File: config.mk
export PLATFORM = sky130hd
export DESIGN_NAME = sha256_msg_sched
export DESIGN_NICKNAME = d
export VERILOG_FILES = /design/src/rtl/sha256_msg_sched.sv
export SDC_FILE = /design/constraint.sdc
export NUM_CORES = 1
export LEC_CHECK = 0
export ABC_AREA = 0
export BUFFER_PORTS_ARGS = -buffer_cell sky130_fd_sc_hd__buf_2
export CORE_ASPECT_RATIO = 0.9
export CORE_UTILIZATION = 45
export CTS_CLUSTER_SIZE = 14
export DETAILED_ROUTE_END_ITERATION = 16
export PLACE_DENSITY = 0.65
export SYNTH_ARGS = -nofsm -noshare
export SYNTH_HDL_FRONTEND = slang
export SYNTH_SLANG_ARGS = --single-unit
File: constraint.sdc
create_clock -name ACLK -period 5.1 [get_ports ACLK]
set_input_delay 0 -clock ACLK [delete_from_list [all_inputs] [get_ports ACLK]]
set_output_delay 0 -clock ACLK [all_outputs]
set_load 0.005 [all_outputs]
File: src/rtl/sha256_msg_sched.sv
// SHA-256 message schedule: loads one 512-bit block as 16 words, then streams
// W_t / K_t for t = 0..63 under a valid/ready handshake.
module sha256_msg_sched (
  input  logic        ACLK,
  input  logic        ARESETN,
  input  logic        CLR,
  input  logic        MSG_VALID,
  output logic        MSG_READY,
  input  logic [31:0] MSG_DATA,
  output logic        W_VALID,
  input  logic        W_READY,
  output logic [31:0] W_DATA,
  output logic [31:0] K_DATA,
  output logic [5:0]  W_IDX,
  output logic        W_LAST,
  output logic        BUSY
);

  typedef enum logic {
    ST_LOAD = 1'b0,
    ST_RUN  = 1'b1
  } state_t;

  state_t      r_state;
  state_t      w_state_next;
  logic [3:0]  r_load_cnt;
  logic [3:0]  w_load_cnt_next;
  logic [5:0]  r_idx;
  logic [5:0]  w_idx_next;
  logic [31:0] r_win      [16];
  logic [31:0] w_win_next [16];

  logic        w_load_acc;
  logic        w_run_acc;
  logic        w_shift;
  logic [31:0] w_shift_in;
  logic [31:0] w_sig0;
  logic [31:0] w_sig1;
  logic [31:0] w_sched_new;

  // Slot 14 is W_{t-2}, slot 9 is W_{t-7}, slot 1 is W_{t-15}, slot 0 is W_{t-16}.
  assign w_sig0 = {r_win[1][6:0],   r_win[1][31:7]}
                ^ {r_win[1][17:0],  r_win[1][31:18]}
                ^ {3'b000,          r_win[1][31:3]};
  assign w_sig1 = {r_win[14][16:0], r_win[14][31:17]}
                ^ {r_win[14][18:0], r_win[14][31:19]}
                ^ {10'd0,           r_win[14][31:10]};
  assign w_sched_new = w_sig1 + r_win[9] + w_sig0 + r_win[0];

  assign w_load_acc = (r_state == ST_LOAD) & MSG_VALID;
  assign w_run_acc  = (r_state == ST_RUN) & W_READY;
  assign w_shift    = ~CLR & (w_load_acc | w_run_acc);
  assign w_shift_in = (r_state == ST_LOAD) ? MSG_DATA : w_sched_new;

  genvar gi;
  generate
    for (gi = 0; gi < 16; gi++) begin : g_win
      if (gi == 15) begin : g_top
        assign w_win_next[gi] = w_shift_in;
      end else begin : g_mid
        assign w_win_next[gi] = r_win[gi+1];
      end
    end
  endgenerate

  always_ff @(posedge ACLK or negedge ARESETN) begin
    if (!ARESETN) begin
      for (int i = 0; i < 16; i++) begin
        r_win[i] <= '0;
      end
    end else if (w_shift) begin
      r_win <= w_win_next;
    end
  end

  always_ff @(posedge ACLK or negedge ARESETN) begin
    if (!ARESETN) begin
      r_state    <= ST_LOAD;
      r_load_cnt <= '0;
      r_idx      <= '0;
    end else begin
      r_state    <= w_state_next;
      r_load_cnt <= w_load_cnt_next;
      r_idx      <= w_idx_next;
    end
  end

  // CLR wins over any handshake in the same cycle.
  always_comb begin
    w_state_next    = r_state;
    w_load_cnt_next = r_load_cnt;
    w_idx_next      = r_idx;
    MSG_READY       = 1'b0;
    W_VALID         = 1'b0;
    BUSY            = 1'b0;
    case (r_state)
      ST_LOAD: begin
        MSG_READY = 1'b1;
        if (MSG_VALID) begin
          w_load_cnt_next = r_load_cnt + 4'd1;
          if (r_load_cnt == 4'd15) begin
            w_state_next = ST_RUN;
          end
        end
      end
      ST_RUN: begin
        W_VALID = 1'b1;
        BUSY    = 1'b1;
        if (W_READY) begin
          w_idx_next = r_idx + 6'd1;
          if (r_idx == 6'd63) begin
            w_state_next    = ST_LOAD;
            w_load_cnt_next = '0;
          end
        end
      end
      default: begin
        w_state_next = ST_LOAD;
      end
    endcase
    if (CLR) begin
      w_state_next    = ST_LOAD;
      w_load_cnt_next = '0;
      w_idx_next      = '0;
    end
  end

  assign W_DATA = r_win[0];
  assign W_IDX  = r_idx;
  assign W_LAST = W_VALID & (r_idx == 6'd63);

  always_comb begin
    K_DATA = '0;
    case (r_idx)
      6'd0:  K_DATA = 32'h428a2f98;
      6'd1:  K_DATA = 32'h71374491;
      6'd2:  K_DATA = 32'hb5c0fbcf;
      6'd3:  K_DATA = 32'he9b5dba5;
      6'd4:  K_DATA = 32'h3956c25b;
      6'd5:  K_DATA = 32'h59f111f1;
      6'd6:  K_DATA = 32'h923f82a4;
      6'd7:  K_DATA = 32'hab1c5ed5;
      6'd8:  K_DATA = 32'hd807aa98;
      6'd9:  K_DATA = 32'h12835b01;
      6'd10: K_DATA = 32'h243185be;
      6'd11: K_DATA = 32'h550c7dc3;
      6'd12: K_DATA = 32'h72be5d74;
      6'd13: K_DATA = 32'h80deb1fe;
      6'd14: K_DATA = 32'h9bdc06a7;
      6'd15: K_DATA = 32'hc19bf174;
      6'd16: K_DATA = 32'he49b69c1;
      6'd17: K_DATA = 32'hefbe4786;
      6'd18: K_DATA = 32'h0fc19dc6;
      6'd19: K_DATA = 32'h240ca1cc;
      6'd20: K_DATA = 32'h2de92c6f;
      6'd21: K_DATA = 32'h4a7484aa;
      6'd22: K_DATA = 32'h5cb0a9dc;
      6'd23: K_DATA = 32'h76f988da;
      6'd24: K_DATA = 32'h983e5152;
      6'd25: K_DATA = 32'ha831c66d;
      6'd26: K_DATA = 32'hb00327c8;
      6'd27: K_DATA = 32'hbf597fc7;
      6'd28: K_DATA = 32'hc6e00bf3;
      6'd29: K_DATA = 32'hd5a79147;
      6'd30: K_DATA = 32'h06ca6351;
      6'd31: K_DATA = 32'h14292967;
      6'd32: K_DATA = 32'h27b70a85;
      6'd33: K_DATA = 32'h2e1b2138;
      6'd34: K_DATA = 32'h4d2c6dfc;
      6'd35: K_DATA = 32'h53380d13;
      6'd36: K_DATA = 32'h650a7354;
      6'd37: K_DATA = 32'h766a0abb;
      6'd38: K_DATA = 32'h81c2c92e;
      6'd39: K_DATA = 32'h92722c85;
      6'd40: K_DATA = 32'ha2bfe8a1;
      6'd41: K_DATA = 32'ha81a664b;
      6'd42: K_DATA = 32'hc24b8b70;
      6'd43: K_DATA = 32'hc76c51a3;
      6'd44: K_DATA = 32'hd192e819;
      6'd45: K_DATA = 32'hd6990624;
      6'd46: K_DATA = 32'hf40e3585;
      6'd47: K_DATA = 32'h106aa070;
      6'd48: K_DATA = 32'h19a4c116;
      6'd49: K_DATA = 32'h1e376c08;
      6'd50: K_DATA = 32'h2748774c;
      6'd51: K_DATA = 32'h34b0bcb5;
      6'd52: K_DATA = 32'h391c0cb3;
      6'd53: K_DATA = 32'h4ed8aa4a;
      6'd54: K_DATA = 32'h5b9cca4f;
      6'd55: K_DATA = 32'h682e6ff3;
      6'd56: K_DATA = 32'h748f82ee;
      6'd57: K_DATA = 32'h78a5636f;
      6'd58: K_DATA = 32'h84c87814;
      6'd59: K_DATA = 32'h8cc70208;
      6'd60: K_DATA = 32'h90befffa;
      6'd61: K_DATA = 32'ha4506ceb;
      6'd62: K_DATA = 32'hbef9a3f7;
      6'd63: K_DATA = 32'hc67178f2;
      default: K_DATA = '0;
    endcase
  end

endmodule

==> results.sh <==
export IMPL_status="finished clean"
export IMPL_grt_start_max_net_pins=198
export IMPL_rsz0062_at_grt="false"
export IMPL_clock_skew_ns=0.02891
export IMPL_vias_per_cell=5.395
export IMPL_yosys_area_top_type_share=0.4778
export IMPL_antenna_cells=0
export IMPL_crit_type="reg2reg"
export IMPL_startpoint_type="flip-flop"
export IMPL_finalPower_mw=16.58
export IMPL_report_final_slew_viol_count=0
export IMPL_relSlewSlack=0.2782
export IMPL_grt_pass1_vias=20360
export IMPL_path_clk_slew_ns=0.07
export IMPL_cts_root_buf="clkbuf_16"
export IMPL_ys_warn_count=0
export IMPL_crit_chain="xor2_1, xnor2_1, fa_1, fa_1, inv_1, ha_1, a21oi_2, a211oi_1, a211oi_1, o221ai_1, or3_1, a31oi_1, o21ai_0"
export IMPL_reg2reg_slack_ns=0.89
export IMPL_report_final_setup_viol=0
export IMPL_leakage_nw=15.37
export IMPL_syn_avg_cell_area_um2=8.363
export IMPL_initial_core_util=0.4566
export IMPL_worstPathArrival_ns=4.65
export IMPL_fmax_mhz=237.3
export IMPL_yosysSeqAreaShare=0.4778
export IMPL_grt_pass1_wl_um=120400
export IMPL_drt_iter0_drc=2751
export IMPL_hold_viol=0
export IMPL_dieArea_um2=61860
export IMPL_cts_tree="yes"
export IMPL_drive_gt1_frac=0.08178
export IMPL_portBuffers=110
export IMPL_synth_edf_count=0
export IMPL_antenna_found_initial=1
export IMPL_clock_latency_ns=0.62
export IMPL_tightest_slew_ns=1.083
export IMPL_grt_ovfl_total=0
export IMPL_most_common_layout_cells="nand2_1 (1389), dfrtp_1 (519), o21ai_0 (185)"
export IMPL_cts_num_sinks=523
export IMPL_post_route_drc_count=0
export IMPL_fp_dieW_um=262.1
export IMPL_syn_to_final_growth_pct=10.30
export IMPL_cts_resized=0
export IMPL_cp_max_fo=8
export IMPL_ios=111
export IMPL_rows=85
export IMPL_globalRouteTotalUtil=0.2500
export IMPL_cellPowerDensity_nw_per_um2=548.8
export IMPL_route_antenna_remaining_nets=0
export IMPL_ys_ff_latch=523
export IMPL_synth_flop_cell="dfrtp_1"
export IMPL_cpPeakStageDelay_ns=0.50
export IMPL_vdd_drop_max_mv=0.3495
export IMPL_cp_depth=13
export IMPL_dp_hpwl_um=52350
export IMPL_final_common_cell="nand2_1"
export IMPL_netlist_instances=3275
export IMPL_synthesis_nets=3423
export IMPL_regToRegStartpoint="r_win[467]$_DFFE_PN0P_"
export IMPL_period_needed_ns=4.215
export IMPL_synthesis_area_um2=27390
export IMPL_cts_buffer_depth=3
export IMPL_tritoncts_num_buffers=54
export IMPL_hp_class="in2async"
export IMPL_crit_required_ns=5.54
export IMPL_wirelength_um=76800
export IMPL_place_gp_congestion=0.9919
export IMPL_routedWlPerCell_um=18.92
export IMPL_coreArea_um2=59980
export IMPL_crit_slowest_cell="fa_1"
export IMPL_fillers=5729
export IMPL_ys_types=74
export IMPL_final_core_util=0.5037
export IMPL_yosys_top_cells_area="dfrtp_1 (48%), nand2_1 (19%), fa_1 (4.5%)"
export IMPL_die_y_um=236.1
export IMPL_crit_family="adder cells"
export IMPL_first_pass_iters=5
export IMPL_synthArstFlopShare=1.000
export IMPL_regToRegEndpoint="r_win[26]$_DFFE_PN0P_"
export IMPL_reg2regPathDepth=13
export IMPL_cap_violations=0
export IMPL_htreeDepth=2
export IMPL_fin_crit_sh=0.8264
export IMPL_setup_tns_ns=0
export IMPL_worstPathBufferInverterCount=1
export IMPL_yosys_area_top_type="dfrtp_1"
export IMPL_worst_setup_path_end_kind="flip-flop"
export IMPL_vias=21900
export IMPL_final_nets=3388
## final cells by class
cell class / count / area, um2 / share of cell area
Inverter: 132 / 495.5 / 0.01640
Clock inverter: 20 / 190.2 / 0.006295
Sequential cell: 523 / 13100 / 0.4335
Timing Repair Buffer: 177 / 1246 / 0.04125
Multi-Input combinational cell: 2352 / 12630 / 0.4181
Tap cell: 783 / 979.7 / 0.03243
Clock buffer: 73 / 1574 / 0.05210
## flip-flops by register name, indices dropped and copies added (netlist names)
register	flops
r_load_cnt	4
r_win	480
W_IDX	6
r_state	1
W_DATA	32
## per-stage QoR
step | instance area, um2 | hold WS [ns] | worst slack (ns) | cells
after floorplan | 27390 | -0.2956 | 1.290 | 3275
after global placement | 28070 | 0.1139 | 0.9463 | 3929
after detailed placement | 28070 | 0.1156 | 0.9876 | 3929
after CTS | 30210 | 0.05459 | 0.9545 | 4060
after global routing | 30210 | 0.09766 | 0.7005 | 4060
final | 30210 | 0.04434 | 0.8854 | 4060
## Yosys cell counts, types with 18 or more instances
cell type,n
fa_1,62
dfrtp_1,523
o21ai_0,185
buf_4,33
a31oi_1,27
nand2_1,1389
buf_1,18
nor3_1,22
buf_2,53
a21oi_1,117
nor2_1,82
xor2_1,64
inv_1,129
clkbuf_1,164
ha_1,49
a21o_1,21
xnor2_1,78
a211oi_1,18
nand3_1,30
## repair_timing
item                                   4_1_cts  5_1_grt
hold buffers                                38        0
endpoints found under the hold margin      138        0
buffers inserted                             0        0
## routing by layer
| layer | global-route usage | vias up | routed length [um] |
|---|---|---|---|
| li1 | - | 10350 | - |
| met1 | 0.3814 | 10640 | 35560 |
| met2 | 0.3659 | 771 | 33580 |
| met3 | 0.03772 | 151 | 5301 |
| met4 | 0.07182 | 0 | 2357 |
| met5 | 0 | - | 0 |
## how the worst max path moves through the flow
stage	start	end	slack (ns)
2_1_floorplan	r_win[456]$_DFFE_PN0P_	r_win[25]$_DFFE_PN0P_	1.29
4_1_cts	r_win[467]$_DFFE_PN0P_	r_win[25]$_DFFE_PN0P_	0.95
5_1_grt	r_win[456]$_DFFE_PN0P_	r_win[25]$_DFFE_PN0P_	0.70
6_report	r_win[467]$_DFFE_PN0P_	r_win[26]$_DFFE_PN0P_	0.89
3_5_place_dp	r_win[456]$_DFFE_PN0P_	r_win[25]$_DFFE_PN0P_	0.99
3_3_place_gp	r_win[458]$_DFFE_PN0P_	r_win[20]$_DFFE_PN0P_	0.95
## power by group
group | switching, mW | total, mW | leakage (nW) | internal [mW]
combinational | 4.36 | 7.02 | 7.56 | 2.66
clock | 1.69 | 3.95 | 0.868 | 2.26
sequential | 0.668 | 5.61 | 6.95 | 4.94
## cells by family (layout without fill, tap and decap cells)
kind of cell,after synthesis,in the layout,share of synthesized area
xor+xnor,142,142,0.04541
flops,523,523,0.4778
fa+ha+maj,111,111,0.06770
simple gates,1598,1598,0.2292
buf+inv,400,402,0.06176
compound gates,480,480,0.1066
mux,21,21,0.01147
Note: power is estimated with default switching activity, not from simulation.
